File: config.mk
export PLATFORM = sky130hd
export DESIGN_NAME = control_sequencer
export DESIGN_NICKNAME = d
export VERILOG_FILES = /design/src/rtl/control_sequencer.sv
export SDC_FILE = /design/constraint.sdc
export NUM_CORES = 1
export LEC_CHECK = 0
export CAP_MARGIN = 20
export CORE_ASPECT_RATIO = 1.75
export CORE_MARGIN = 8
export CORE_UTILIZATION = 33
export DETAILED_ROUTE_END_ITERATION = 16
export GPL_ROUTABILITY_DRIVEN = 0
export PLACE_DENSITY = 0.77
export SLEW_MARGIN = 0
export SYNTH_ARGS = -nofsm -noshare
export SYNTH_HDL_FRONTEND = slang
export SYNTH_SLANG_ARGS = --single-unit
File: constraint.sdc
create_clock -name clock -period 1.8 [get_ports clock]
set_input_delay 0.45 -clock clock [delete_from_list [all_inputs] [get_ports clock]]
set_output_delay 0.45 -clock clock [all_outputs]
set_load 0.1 [all_outputs]
File: src/rtl/control_sequencer.sv
// control_sequencer: hardwired fetch/execute control-step sequencer with memory-ready waits and HALT parking.
module control_sequencer (
    input  logic        clock,
    input  logic        clear,
    input  logic [31:0] IR,
    input  logic        mem_ready,
    input  logic        CON_FF,
    output logic        PC_out,
    output logic        PC_in,
    output logic        IncPC,
    output logic        MAR_in,
    output logic        MDR_in,
    output logic        MDR_out,
    output logic        IR_in,
    output logic        Y_in,
    output logic        Z_in,
    output logic        Zlow_out,
    output logic        C_out,
    output logic        Read,
    output logic        Write,
    output logic        CON_in,
    output logic        CON_out,
    output logic        G_ra,
    output logic        G_rb,
    output logic        G_rc,
    output logic        R_in,
    output logic        R_out,
    output logic        BA_out,
    output logic [4:0]  alu_op,
    output logic        run
);
    typedef enum logic [3:0] {
        S_RESET, S_T0, S_T1, S_T2, S_T3, S_T4, S_T5, S_T6, S_T7, S_HALT
    } state_t;

    localparam logic [4:0] OP_LD   = 5'b00000;
    localparam logic [4:0] OP_LDI  = 5'b00001;
    localparam logic [4:0] OP_ST   = 5'b00010;
    localparam logic [4:0] OP_ADD  = 5'b00011;
    localparam logic [4:0] OP_ORI  = 5'b01101;
    localparam logic [4:0] OP_BR   = 5'b10010;
    localparam logic [4:0] OP_HALT = 5'b11010;

    state_t     state_q, state_d;
    logic [4:0] op_q, op_d;
    logic [4:0] ir_op;
    logic       ir_exec, ir_halt;
    logic       is_r, is_imm, is_ldi, is_ld, is_st, is_br;
    logic       unused_ir;

    assign ir_op     = IR[31:27];
    assign unused_ir = ^IR[26:0];
    assign ir_exec   = (ir_op <= OP_ORI) || (ir_op == OP_BR);
    assign ir_halt   = ir_op == OP_HALT;

    assign is_r   = (op_q >= OP_ADD) && (op_q <= 5'b01010);
    assign is_imm = (op_q >= 5'b01011) && (op_q <= OP_ORI);
    assign is_ldi = op_q == OP_LDI;
    assign is_ld  = op_q == OP_LD;
    assign is_st  = op_q == OP_ST;
    assign is_br  = op_q == OP_BR;

    // Opcode is captured while leaving T2 so execute states never look at IR again.
    assign op_d = (state_q == S_T2) ? ir_op : op_q;

    always_ff @(posedge clock) begin
        if (!clear) begin
            state_q <= S_RESET;
            op_q    <= 5'd0;
        end else begin
            state_q <= state_d;
            op_q    <= op_d;
        end
    end

    always_comb begin
        state_d = state_q;
        case (state_q)
            S_RESET: state_d = S_T0;
            S_T0:    state_d = S_T1;
            S_T1:    state_d = mem_ready ? S_T2 : S_T1;
            S_T2:    state_d = ir_halt ? S_HALT : (ir_exec ? S_T3 : S_T0);
            S_T3:    state_d = S_T4;
            S_T4:    state_d = S_T5;
            S_T5:    state_d = (is_ld || is_st || is_br) ? S_T6 : S_T0;
            S_T6:    state_d = is_br ? S_T0 : ((is_st || mem_ready) ? S_T7 : S_T6);
            S_T7:    state_d = (is_ld || mem_ready) ? S_T0 : S_T7;
            S_HALT:  state_d = S_HALT;
            default: state_d = S_RESET;
        endcase
    end

    always_comb begin
        PC_out   = 1'b0;
        PC_in    = 1'b0;
        IncPC    = 1'b0;
        MAR_in   = 1'b0;
        MDR_in   = 1'b0;
        MDR_out  = 1'b0;
        IR_in    = 1'b0;
        Y_in     = 1'b0;
        Z_in     = 1'b0;
        Zlow_out = 1'b0;
        C_out    = 1'b0;
        Read     = 1'b0;
        Write    = 1'b0;
        CON_in   = 1'b0;
        CON_out  = 1'b0;
        G_ra     = 1'b0;
        G_rb     = 1'b0;
        G_rc     = 1'b0;
        R_in     = 1'b0;
        R_out    = 1'b0;
        BA_out   = 1'b0;
        alu_op   = 5'd0;
        run      = (state_q != S_RESET) && (state_q != S_HALT);
        case (state_q)
            S_T0: begin
                PC_out = 1'b1;
                MAR_in = 1'b1;
                IncPC  = 1'b1;
            end
            S_T1: begin
                Read   = 1'b1;
                MDR_in = 1'b1;
            end
            S_T2: begin
                MDR_out = 1'b1;
                IR_in   = 1'b1;
            end
            S_T3: begin
                G_ra   = is_br;
                CON_in = is_br;
                G_rb   = !is_br;
                Y_in   = !is_br;
                BA_out = is_ldi || is_ld || is_st;
                R_out  = 1'b1;
            end
            S_T4: begin
                PC_out = is_br;
                Y_in   = is_br;
                Z_in   = !is_br;
                G_rc   = is_r;
                R_out  = is_r;
                C_out  = !is_br && !is_r;
                alu_op = is_br ? 5'd0 : ((is_r || is_imm) ? op_q : OP_ADD);
            end
            S_T5: begin
                C_out    = is_br;
                Z_in     = is_br;
                alu_op   = is_br ? OP_ADD : 5'd0;
                Zlow_out = !is_br;
                MAR_in   = is_ld || is_st;
                G_ra     = !is_br && !is_ld && !is_st;
                R_in     = !is_br && !is_ld && !is_st;
            end
            S_T6: begin
                CON_out  = is_br;
                PC_in    = is_br && CON_FF;
                Zlow_out = is_br && CON_FF;
                Read     = is_ld;
                MDR_in   = is_ld || is_st;
                G_ra     = is_st;
                R_out    = is_st;
            end
            S_T7: begin
                MDR_out = is_ld;
                G_ra    = is_ld;
                R_in    = is_ld;
                Write   = is_st;
            end
            default: ;
        endcase
    end
endmodule

==> metrics.txt, run 1 <==
# TYPE chip_impl_metric gauge
chip_impl_metric{name="synth_warnings",unit=""} 0
chip_impl_info{name="most_used_routing_layer_in_global_routing",value="met2"} 1
chip_impl_info{name="synth_top_family_by_area",value="simple AND/OR/NAND/NOR gates"} 1
chip_impl_metric{name="crit_fanout",unit=""} 4
chip_impl_metric{name="finClkSkew",unit="ps"} 2.31
chip_impl_metric{name="register_area",unit="um^2"} 206
chip_impl_info{name="timing.critical_path.cells",value="or3_4 -> o211ai_1 -> o41ai_4 -> a31o_4 -> buf_12"} 1
chip_impl_metric{name="drt-vias-per-instance",unit=""} 6.01
chip_impl_metric{name="area_delta_synth_final",unit="%"} 163
chip_impl_metric{name="drt_pass1_iterations",unit=""} 4
chip_impl_info{name="root_buffer",value="clkbuf_8"} 1
chip_impl_metric{name="globalRoute.totalOverflow",unit=""} 0
chip_impl_metric{name="synth_xor_area_frac",unit=""} 0.0268
chip_impl_metric{name="grt_util_met3",unit=""} 0.0382
chip_impl_metric{name="drv.max_cap_violation_count",unit=""} 0
chip_impl_metric{name="grt_start_max_net_pins",unit=""} 11
chip_impl_metric{name="finished_cell_area",unit="um^2"} 2580
chip_impl_metric{name="drc",unit=""} 0
chip_impl_metric{name="start_util",unit=""} 0.339
chip_impl_info{name="timing.critical_path.to_type",value="primary output"} 1
chip_impl_metric{name="global_route.usage.total",unit=""} 0.205
chip_impl_metric{name="syn_nets",unit=""} 178
chip_impl_metric{name="routed_length_per_instance",unit="um"} 22.0
chip_impl_metric{name="drive_above_1_share",unit=""} 0.685
chip_impl_info{name="crit_type",value="reg -> out"} 1
chip_impl_metric{name="finalNetCount",unit=""} 269
chip_impl_metric{name="htree_levels",unit=""} 1
chip_impl_metric{name="ys_async_sr_fraction",unit=""} 0
chip_impl_metric{name="post-route-period-util",unit=""} 1.28
chip_impl_info{name="worst_hold_path_type",value="reg -> reg"} 1
chip_impl_metric{name="syn_avg_cell_area",unit="um^2"} 6.92
chip_impl_info{name="unrepaired_setup_endpoints_after_global_routing",value="true"} 1
chip_impl_metric{name="dp_slack",unit="ps"} -266
chip_impl_info{name="synth_most_common_cell",value="nand2_1"} 1
chip_impl_metric{name="layout.filler_cells",unit=""} 112
chip_impl_metric{name="hold_viol_final",unit=""} 0
chip_impl_metric{name="via_count_of_the_first_global_routing_pass",unit=""} 1680
chip_impl_info{name="reg2reg_from",value="op_q[0]$_SDFFE_PN0P_"} 1
chip_impl_metric{name="grt_pass1_wl",unit="um"} 8040
chip_impl_metric{name="cts.hold.buffers_added",unit=""} 0
chip_impl_metric{name="power_per_cell_area",unit="nW/um^2"} 517
chip_impl_metric{name="antenna_found_initial",unit=""} 0
chip_impl_metric{name="post-route-min-period",unit="ps"} 2300
chip_impl_info{name="synth.top_cells.by_area",value="dfxtp_1 (18%), nand2_1 (9.2%), buf_6 (5.7%), nor2_1 (5.4%), a21oi_1 (5.1%)"} 1
chip_impl_metric{name="reg2reg_setup_slack",unit="ps"} -70
chip_impl_metric{name="syn_inst",unit=""} 142
chip_impl_metric{name="synth.cell_area",unit="um^2"} 982
chip_impl_metric{name="worst_ep_required_time",unit="ps"} 1350
chip_impl_info{name="hold-path-endpoint",value="op_q[0]$_SDFFE_PN0P_"} 1
chip_impl_metric{name="finalSetupViolations",unit=""} 26
chip_impl_metric{name="insertion_delay",unit="ps"} 240
chip_impl_metric{name="maxSlewViolCount",unit=""} 0
chip_impl_metric{name="fp.dieArea",unit="um^2"} 5050
chip_impl_metric{name="count_of_antenna_violating_nets_left_after_detailed_routing",unit=""} 0
chip_impl_metric{name="clkTransAtPathRegs",unit="ps"} 40
chip_impl_metric{name="post_synthesis_compound_gate_area_fraction",unit=""} 0.264
chip_impl_info{name="critical_path.slowest_cell",value="or3_4"} 1
chip_impl_info{name="worstSetupStartpointType",value="flop"} 1
chip_impl_metric{name="synth_cell_type_count",unit=""} 47
chip_impl_metric{name="yosys.area_share.adder",unit=""} 0
chip_impl_metric{name="power_leakage",unit="uW"} 0.00101
chip_impl_metric{name="max_clock_freq",unit="MHz"} 435
chip_impl_metric{name="postSynthRegisterBits",unit=""} 9
chip_impl_metric{name="core.rowCount",unit=""} 26
chip_impl_metric{name="floorplan.io_pins",unit=""} 63
chip_impl_metric{name="coreArea",unit="um^2"} 2900
chip_impl_info{name="ys_top_cells_by_count",value="nand2_1 (24), nor2_1 (14), a21oi_1 (10)"} 1
chip_impl_info{name="outcome",value="complete, but fails checks"} 1
chip_impl_metric{name="post_synthesis_sequential_area_ratio",unit=""} 0.183
chip_impl_metric{name="worst_r2r_path_depth",unit=""} 6
chip_impl_metric{name="worst-endpoint-arrival",unit="ps"} 1850
chip_impl_metric{name="use_met1",unit=""} 0.188
chip_impl_metric{name="numPlacedInstances",unit=""} 237
chip_impl_info{name="ys.flop_type",value="dfxtp_1"} 1
chip_impl_info{name="min_from",value="op_q[0]$_SDFFE_PN0P_"} 1
chip_impl_info{name="synthDominantAreaCellType",value="dfxtp_1"} 1
chip_impl_metric{name="detailroute.via_count",unit=""} 1562
chip_impl_metric{name="finalNonFillerCells",unit=""} 260
chip_impl_metric{name="synth_enable_flop_cells",unit=""} 0
chip_impl_metric{name="cts_sinks",unit=""} 9
chip_impl_metric{name="max-vdd-ir-drop",unit="V"} 0.000672
chip_impl_metric{name="fp.dieW",unit="um"} 57.2
chip_impl_info{name="tritoncts",value="done"} 1
chip_impl_metric{name="multi_input_area",unit="um^2"} 1130
chip_impl_metric{name="numPortBuffers",unit=""} 34
chip_impl_info{name="timing.rr.end",value="state_q[3]$_SDFF_PN0_"} 1
chip_impl_metric{name="final_worst_hold_slack",unit="ps"} 540
chip_impl_metric{name="min_delay_path_depth",unit=""} 2
chip_impl_metric{name="die_height",unit="um"} 88.2
chip_impl_metric{name="drt-initial-drc-count",unit=""} 99
chip_impl_metric{name="ant_diodes",unit=""} 0
chip_impl_metric{name="number_of_buffers_created_by_cts",unit=""} 3
chip_impl_metric{name="synth_simple_gate_area_share",unit=""} 0.394
chip_impl_metric{name="yosys.area.top_type_share",unit=""} 0.183
chip_impl_metric{name="detailed_place_hpwl",unit="um"} 3290
chip_impl_metric{name="yosys-mux-area-fraction",unit=""} 0.0217
chip_impl_metric{name="delay_of_the_slowest_cell_on_the_worst_path",unit="ps"} 420
chip_impl_info{name="failed_checks",value="setup timing"} 1
chip_impl_metric{name="total_wire_length_after_detailed_routing",unit="um"} 5710
chip_impl_metric{name="setup_ws",unit="ps"} -498
chip_impl_metric{name="postPlaceCellArea",unit="um^2"} 2120
chip_impl_metric{name="gr-usage-met2",unit=""} 0.392
chip_impl_metric{name="clk_path_buf_depth",unit=""} 2
where the power goes:
group          leakage, uW  switching [uW]  internal (uW)  total [uW]
registers        0.0000790            27.7            210         238
clock network    0.0000228            84.9            155         240
logic             0.000911             499            359         858
total              0.00101             611            724        1330
worst max path at each step:
stage / from / to / slack, ps / cells past startpoint
3_3_place_gp: CON_FF / Zlow_out / -260 / 5
6_report: op_q[0]$_SDFFE_PN0P_ / G_ra / -500 / 5
4_1_cts: op_q[3]$_SDFFE_PN0P_ / Y_in / -440 / 6
5_1_grt: op_q[0]$_SDFFE_PN0P_ / Y_in / -600 / 6
2_1_floorplan: op_q[0]$_SDFFE_PN0P_ / PC_in / -1050 / 5
3_5_place_dp: CON_FF / Zlow_out / -270 / 5
kinds of logic after synthesis:
family / count (synthesis)
AOI/OAI and AO/OA: 38
xor gates and xnor gates: 3
buffers and inverters: 14
DFF: 9
muxes: 2
other: 1
and+or+nand+nor: 75
worst max-delay path: cells and delay by family (launching register included):
| family | cells | cell delay [ps] |
|---|---|---|
| AND/OR/NAND/NOR | 1 | 420 |
| flip-flops | 1 | 360 |
| buffers and inverters | 1 | 160 |
| AO/OA/AOI/OAI | 3 | 670 |
per-layer routing:
metal | part of all wire | up-vias | routed length [um]
met5 | 0 | - | 0
met4 | 0.051 | 0 | 292
met3 | 0.060 | 31 | 342
met2 | 0.56 | 89 | 3220
met1 | 0.32 | 757 | 1860
li1 | - | 685 | -
area by class of cell:
class | count | share of cell area
timing repair buffer | 98 | 0.446
tap | 28 | 0.0136
inverter | 2 | 0.00436
sequential | 9 | 0.0799
multi-input combinational | 119 | 0.438
clock buffer | 4 | 0.0174
flip-flops by register name, indices dropped and copies added (netlist names):
signal,flops
state_q,4
op_q,5
metrics by stage:
| step | TNS, ps | util | total power, uW |
|---|---|---|---|
| global route | -9580 | 0.892 | 1380 |
| detailed placement | -2400 | 0.733 | 942 |
| finish | -8060 | 0.892 | 1330 |
| floorplan | -10720 | - | 687 |
| CTS | -7190 | 0.836 | 1270 |
| global placement | -1670 | 0.733 | 923 |
cell usage in the layout, fill, tap and decap left out, types with 3 or more instances in the layout:
master	count
a21oi_1	5
buf_4	45
dfxtp_2	3
buf_6	19
nor2_2	3
o21ai_0	3
a21boi_0	5
clkdlybuf4s50_1	8
nand2b_1	3
nor2b_1	3
buf_12	26
a21oi_4	3
nand2_1	19
nor2_1	5
nand2_2	3
clkbuf_8	3
dfxtp_4	6
nor2_4	6
nor3_4	7
timing repair:
item                       in CTS  in global routing
gates resized for setup        42                 27
setup buffers                  12                  7
setup endpoints to repair      25                 27
pin swaps                      20                 17
(Power assumes the default switching activity.)
==> run 2: changes to the inputs <==
--- a/config.mk
+++ b/config.mk
@@ -9,6 +9,7 @@
 export CORE_ASPECT_RATIO = 1.75
 export CORE_MARGIN = 8
 export CORE_UTILIZATION = 33
+export CTS_CLUSTER_DIAMETER = 120
 export DETAILED_ROUTE_END_ITERATION = 16
 export GPL_ROUTABILITY_DRIVEN = 0
 export PLACE_DENSITY = 0.77
==> results of run 2 <==
No change in the layout: final DEF, timing and power equal those of run 1.
